$ cat src/rtl/hv_sync_generator_pkg.sv
// hv_sync_generator_pkg: shared 256x240 raster timing constants for the display path.
package hv_sync_generator_pkg;

    localparam int H_DISPLAY = 256;
    localparam int H_BACK    = 23;
    localparam int H_FRONT   = 7;
    localparam int H_SYNC    = 23;
    localparam int V_DISPLAY = 240;
    localparam int V_TOP     = 5;
    localparam int V_BOTTOM  = 14;
    localparam int V_SYNC    = 3;

    localparam int H_MAX        = H_DISPLAY + H_BACK + H_FRONT + H_SYNC - 1;
    localparam int V_MAX        = V_DISPLAY + V_TOP + V_BOTTOM + V_SYNC - 1;
    localparam int H_SYNC_START = H_DISPLAY + H_FRONT;
    localparam int H_SYNC_END   = H_SYNC_START + H_SYNC - 1;
    localparam int V_SYNC_START = V_DISPLAY + V_BOTTOM;
    localparam int V_SYNC_END   = V_SYNC_START + V_SYNC - 1;

endpackage

$ cat src/rtl/hv_sync_generator.sv
// hv_sync_generator: free-running pixel/line counters with registered H/V sync and active-video flag.
module hv_sync_generator
    import hv_sync_generator_pkg::*;
#(
    parameter int P_H_DISPLAY = H_DISPLAY,
    parameter int P_H_BACK    = H_BACK,
    parameter int P_H_FRONT   = H_FRONT,
    parameter int P_H_SYNC    = H_SYNC,
    parameter int P_V_DISPLAY = V_DISPLAY,
    parameter int P_V_TOP     = V_TOP,
    parameter int P_V_BOTTOM  = V_BOTTOM,
    parameter int P_V_SYNC    = V_SYNC
) (
    input  logic       clk,
    input  logic       reset,
    output logic       hsync,
    output logic       vsync,
    output logic       display_on,
    output logic [8:0] hpos,
    output logic [8:0] vpos
);

    localparam logic [8:0] L_H_MAX = 9'(P_H_DISPLAY + P_H_BACK + P_H_FRONT + P_H_SYNC - 1);
    localparam logic [8:0] L_V_MAX = 9'(P_V_DISPLAY + P_V_TOP + P_V_BOTTOM + P_V_SYNC - 1);
    localparam logic [8:0] L_HS_B  = 9'(P_H_DISPLAY + P_H_FRONT);
    localparam logic [8:0] L_HS_E  = 9'(P_H_DISPLAY + P_H_FRONT + P_H_SYNC - 1);
    localparam logic [8:0] L_VS_B  = 9'(P_V_DISPLAY + P_V_BOTTOM);
    localparam logic [8:0] L_VS_E  = 9'(P_V_DISPLAY + P_V_BOTTOM + P_V_SYNC - 1);
    localparam logic [8:0] L_H_VIS = 9'(P_H_DISPLAY);
    localparam logic [8:0] L_V_VIS = 9'(P_V_DISPLAY);

    logic [8:0] r_hpos;
    logic [8:0] r_vpos;
    logic       r_hsync;
    logic       r_vsync;
    logic       w_line_end;
    logic       w_frame_end;

    assign w_line_end  = (r_hpos == L_H_MAX);
    assign w_frame_end = w_line_end && (r_vpos == L_V_MAX);

    // Sync flags are decoded from the pre-increment counters, so they lag by one clock.
    always_ff @(posedge clk or negedge reset) begin
        if (!reset) begin
            r_hpos  <= '0;
            r_vpos  <= '0;
            r_hsync <= 1'b0;
            r_vsync <= 1'b0;
        end else begin
            r_hpos  <= w_line_end ? '0 : r_hpos + 9'd1;
            r_vpos  <= w_frame_end ? '0 : (w_line_end ? r_vpos + 9'd1 : r_vpos);
            r_hsync <= (r_hpos >= L_HS_B) && (r_hpos <= L_HS_E);
            r_vsync <= (r_vpos >= L_VS_B) && (r_vpos <= L_VS_E);
        end
    end

    assign hpos       = r_hpos;
    assign vpos       = r_vpos;
    assign hsync      = r_hsync;
    assign vsync      = r_vsync;
    assign display_on = (r_hpos < L_H_VIS) && (r_vpos < L_V_VIS);

endmodule

$ cat config.mk
export PLATFORM = sky130hd
export DESIGN_NAME = hv_sync_generator
export DESIGN_NICKNAME = d
export VERILOG_FILES = /design/src/rtl/hv_sync_generator_pkg.sv /design/src/rtl/hv_sync_generator.sv
export SDC_FILE = /design/constraint.sdc
export NUM_CORES = 1
export LEC_CHECK = 0
export BUFFER_PORTS_ARGS = -buffer_cell sky130_fd_sc_hd__buf_2
export CAP_MARGIN = 0
export CORE_MARGIN = 1
export CORE_UTILIZATION = 60
export CTS_BUF_LIST = sky130_fd_sc_hd__clkbuf_2 sky130_fd_sc_hd__clkbuf_4 sky130_fd_sc_hd__clkbuf_8
export DETAILED_ROUTE_END_ITERATION = 10
export GPL_ROUTABILITY_DRIVEN = 1
export PLACE_DENSITY = 0.86
export SYNTH_ARGS = -nofsm -noshare
export SYNTH_HDL_FRONTEND = slang
export SYNTH_SLANG_ARGS = --single-unit
$ cat constraint.sdc
create_clock -name clk -period 3.1 [get_ports clk]
set_input_delay 0 -clock clk [delete_from_list [all_inputs] [get_ports clk]]
set_output_delay 0 -clock clk [all_outputs]
set_load 0.01 [all_outputs]
==> results by stage <==
Outcome:
- The flow ran to the end, and the final reports show no timing, DRC or antenna violations.

Timing:
- The actual slew at the worst max-slew pin is 0.445 ns.
- The number of slew-limit violations in the final report came to 0.
- The accumulated negative setup slack is 0 ns.
- The worst path uses 52.7% of the clock period.
- Setup repair after global routing left no endpoint under its margin.
- Across the routed clock network, the largest skew measured is 0.0109 ns.
- Subtracting the final worst setup slack from the clock period gives 1.63 ns.
- Setup violations remaining at the end of the flow were counted as 0.
- Derived from the worst setup path, the maximum achievable clock frequency is 612 MHz.
- The final number of hold-violating endpoints is 0.
- The normalized max-slew margin is 70.3%.

Synthesis:
- Of all flip-flops after synthesis, the portion carrying an async set or reset was 100%.
- After technology mapping, the gate count stands at 108.
- The most used flip-flop cell after synthesis is sky130_fd_sc_hd__dfrtp_1.
- The combined area of all synthesized cells is 1100 um^2.
- A synthesized cell averages 10.1 um^2.
- Yosys printed 0 warnings.
- Synthesis inferred 20 register bits.
- When the netlist entered floorplanning its net count stood at 115.
- The number of distinct standard cells referenced by the synthesized netlist is 35.
- The synthesized design contains 0 enable-type register cells.
- The portion of the post-synthesis area used by sequential elements is 45.7%.

Detailed routing:
- After detailed routing, the number of vias per cell comes to 5.64.
- Detailed routing inserted a total of 886 vias.
- The residual DRC count is 0.
- In the final routed layout, each cell accounts on average for 14.4 um.
- For this block, the routed nets add up to 2.27 mm of wire.
- The count of nets left with antenna violations after detail routing is 0.
- The pre-antenna-repair detailed-routing pass consisted of 5 iterations.
- The detailed router finished its first iteration with 18 violations.

Die:
- The die covers 2000 um^2.
- After floorplanning, the core was divided into 15 placement rows.
- The die extent in x is 44.7 um.
- The core region is 1730 um^2.
- For this design the top-level I/O count stands at 23.
- The initial core utilization is 63.5%.
- The vertical extent of the die is 44.7 um.

Worst setup path:
- Walking the worst path, the cells encountered are nor4b_2, nand4_2, a21oi_1, mux2i_1.
- The data required time at the worst endpoint is 3.30 ns.
- The startpoint of the most critical setup path is vpos[5].
- STA classifies the critical path startpoint as a flip-flop.
- In this run the critical register-to-register path is captured at vpos[2].
- The startpoint identified for the worst register-to-register timing path is vpos[5].
- The longest individual stage delay on the worst path is 0.50 ns.
- The worst-case reg-to-reg path depth is 4.
- The critical path ends at vpos[2].
- At the worst endpoint, the arrival time is 1.83 ns.
- The kind of cell with the highest combined delay along the critical path is simple AND/OR/NAND/NOR gates.
- The critical path runs through a total of 4 cells.
- The critical path contains buffers and inverters numbering 0 combined.
- The worst setup slack for register-to-register paths is 1.47 ns.
- The maximum fanout count along the critical path is 7.
- The startpoint-to-endpoint class of the critical path is reg -> reg.
- The nature of the critical path endpoint is a flip-flop.
- For this design, the slowest cell found on the critical path is sky130_fd_sc_hd__dfrtp_1.

Final layout:
- The post-route netlist has 25.8% of its cells at a drive strength greater than 1.
- Once layout is complete, the cells apart from fillers number 157.
- The net count of the finished layout is 140.
- The number of diodes is 0.
- The final cell area excluding filler cells is 1260 um^2.
- The area growth from synthesis to layout is 14.6%.

Clocking:
- Clock-pin slew was measured on the worst setup and hold paths at 0.12 ns.
- The number of levels in the clock H-tree is 1.
- The number of clock sinks is 20.
- The cell at the root of the clock tree is sky130_fd_sc_hd__clkbuf_4.
- The clock latency at the later pin of the worst-skew pair is 0.31 ns.
- The clock buffer count from CTS is 3.
- The clock passes through at most 2 buffers.
- The CTS tree is done.

Global route:
- The first global-routing pass estimated 3.46 mm of wire.
- The number of global-route vias before repair was 732.
- Global routing consumed, over all layers together, 24.4% of the routing resources.
- The number of antenna violations at the first check in global routing was 0.
- The maximum number of pins on one net before global-route repair is 21.
- The final global-route overflow total is 0.

Placement:
- The post-placement cell area is 1210 um^2.
- Buffers placed on the I/O ports in this run total 22.
- The number of cells after detailed placement is 152.
- After legalization and detailed placement, the total HPWL measured 1.59 mm.
- The final weighted congestion of routability-driven global placement is 0.891.

Power:
- The leakage dissipation is 0.000634 uW.
- The peak supply drop is 0.247 mV.
- In this run the power density over the cells is 336 nW/um^2.

Hold path:
- The worst hold path belongs to the class in -> async.

Run:
- The tool flagged a number of max-cap violations equal to 0.
power by group:
group          internal [uW]  leakage (uW)  switching, uW  total, uW
logic                   1.27      0.000348           4.97       6.24
clock network           71.7     0.0000210           83.9        156
registers                261      0.000265              0        261
total                    334      0.000634           88.8        423
metal layers:
| layer | track usage, % | up-vias | part of all wire, % |
|---|---|---|---|
| met5 | 0 | - | 0 |
| met4 | 10.3 | 0 | 1.8 |
| met3 | 4.40 | 7 | 4.1 |
| met2 | 38.2 | 29 | 47 |
| met1 | 33.5 | 419 | 47 |
| li1 | - | 431 | - |
repair_timing:
| item | CTS | global route |
|---|---|---|
| endpoints found under the hold margin | 20 | 0 |
| resized for setup | 0 | 0 |
| buffers inserted | 0 | 0 |
| hold buffers | 1 | 0 |
registers in the layout, indices dropped and copies added (netlist names):
| signal | flops |
|---|---|
| vsync | 1 |
| hpos | 9 |
| vpos | 9 |
| hsync | 1 |
cell type report:
type | instances | area, um^2
clock buffers | 4 | 36.3
fillers | 136 | 470
inverters | 5 | 18.8
multi-input cells | 80 | 549
flip-flops and latches | 20 | 500
well taps | 25 | 31.3
repair buffers | 23 | 120
Yosys cell counts, types with 2 or more instances:
cell type	count	area, um^2
sky130_fd_sc_hd__ha_1	5	62.6
sky130_fd_sc_hd__xor2_1	5	43.8
sky130_fd_sc_hd__buf_6	2	22.5
sky130_fd_sc_hd__dfrtp_1	20	500
sky130_fd_sc_hd__nor3_1	2	10.0
sky130_fd_sc_hd__o21ai_0	6	30.0
sky130_fd_sc_hd__nand4_2	2	25.0
sky130_fd_sc_hd__nor2_1	10	37.5
sky130_fd_sc_hd__mux2i_1	3	30.0
sky130_fd_sc_hd__a21oi_1	6	30.0
sky130_fd_sc_hd__nand3_1	8	40.0
sky130_fd_sc_hd__xnor2_1	2	17.5
sky130_fd_sc_hd__inv_1	5	18.8
sky130_fd_sc_hd__and3_1	2	12.5
sky130_fd_sc_hd__nand2_1	8	30.0
sky130_fd_sc_hd__nand4_1	3	18.8
how the worst min path moves through the flow:
stage / endpoint / slack, ns / cells after the start
6_report: vpos[8] / 0.15 / 2
5_1_grt: hpos[4] / 0.21 / 2
4_1_cts: hpos[4] / 0.17 / 2
3_5_place_dp: hpos[7] / -0.03 / 1
3_3_place_gp: hsync / -0.04 / 1
2_1_floorplan: hpos[0] / -0.30 / 0
logic make-up (layout without fill, tap and decap cells):
family | count (synthesis) | count (layout) | synth area share [%]
AOI/OAI and AO/OA | 17 | 17 | 8.79
xor gates and xnor gates | 7 | 7 | 5.59
adders and majority gates | 5 | 5 | 5.71
buffers and inverters | 8 | 32 | 4.22
DFF | 20 | 20 | 45.7
muxes | 3 | 3 | 2.74
and+or+nand+nor | 48 | 48 | 27.3
placed cells by master, fill, tap and decap left out, types with 5 or more instances in the layout:
| cell type | netlist | final |
|---|---|---|
| sky130_fd_sc_hd__nand3_1 | 8 | 8 |
| sky130_fd_sc_hd__a21oi_1 | 6 | 6 |
| sky130_fd_sc_hd__buf_2 | 1 | 22 |
| sky130_fd_sc_hd__o21ai_0 | 6 | 6 |
| sky130_fd_sc_hd__nor2_1 | 10 | 10 |
| sky130_fd_sc_hd__dfrtp_1 | 20 | 20 |
| sky130_fd_sc_hd__inv_1 | 5 | 5 |
| sky130_fd_sc_hd__xor2_1 | 5 | 5 |
| sky130_fd_sc_hd__ha_1 | 5 | 5 |
| sky130_fd_sc_hd__nand2_1 | 8 | 8 |
through the flow:
| step | hold slack [ns] | total power [uW] | utilization, % | setup WS [ns] |
|---|---|---|---|---|
| after global placement | -0.0397 | 271 | 70.1 | 1.59 |
| after CTS | 0.167 | 423 | 72.8 | 1.49 |
| final | 0.150 | 423 | 72.8 | 1.47 |
| after floorplan | -0.296 | 266 | - | 1.63 |
| after global routing | 0.215 | 437 | 72.8 | 1.41 |
| after detailed placement | -0.0310 | 272 | 70.1 | 1.48 |
Note: power is estimated with default switching activity, not from simulation.
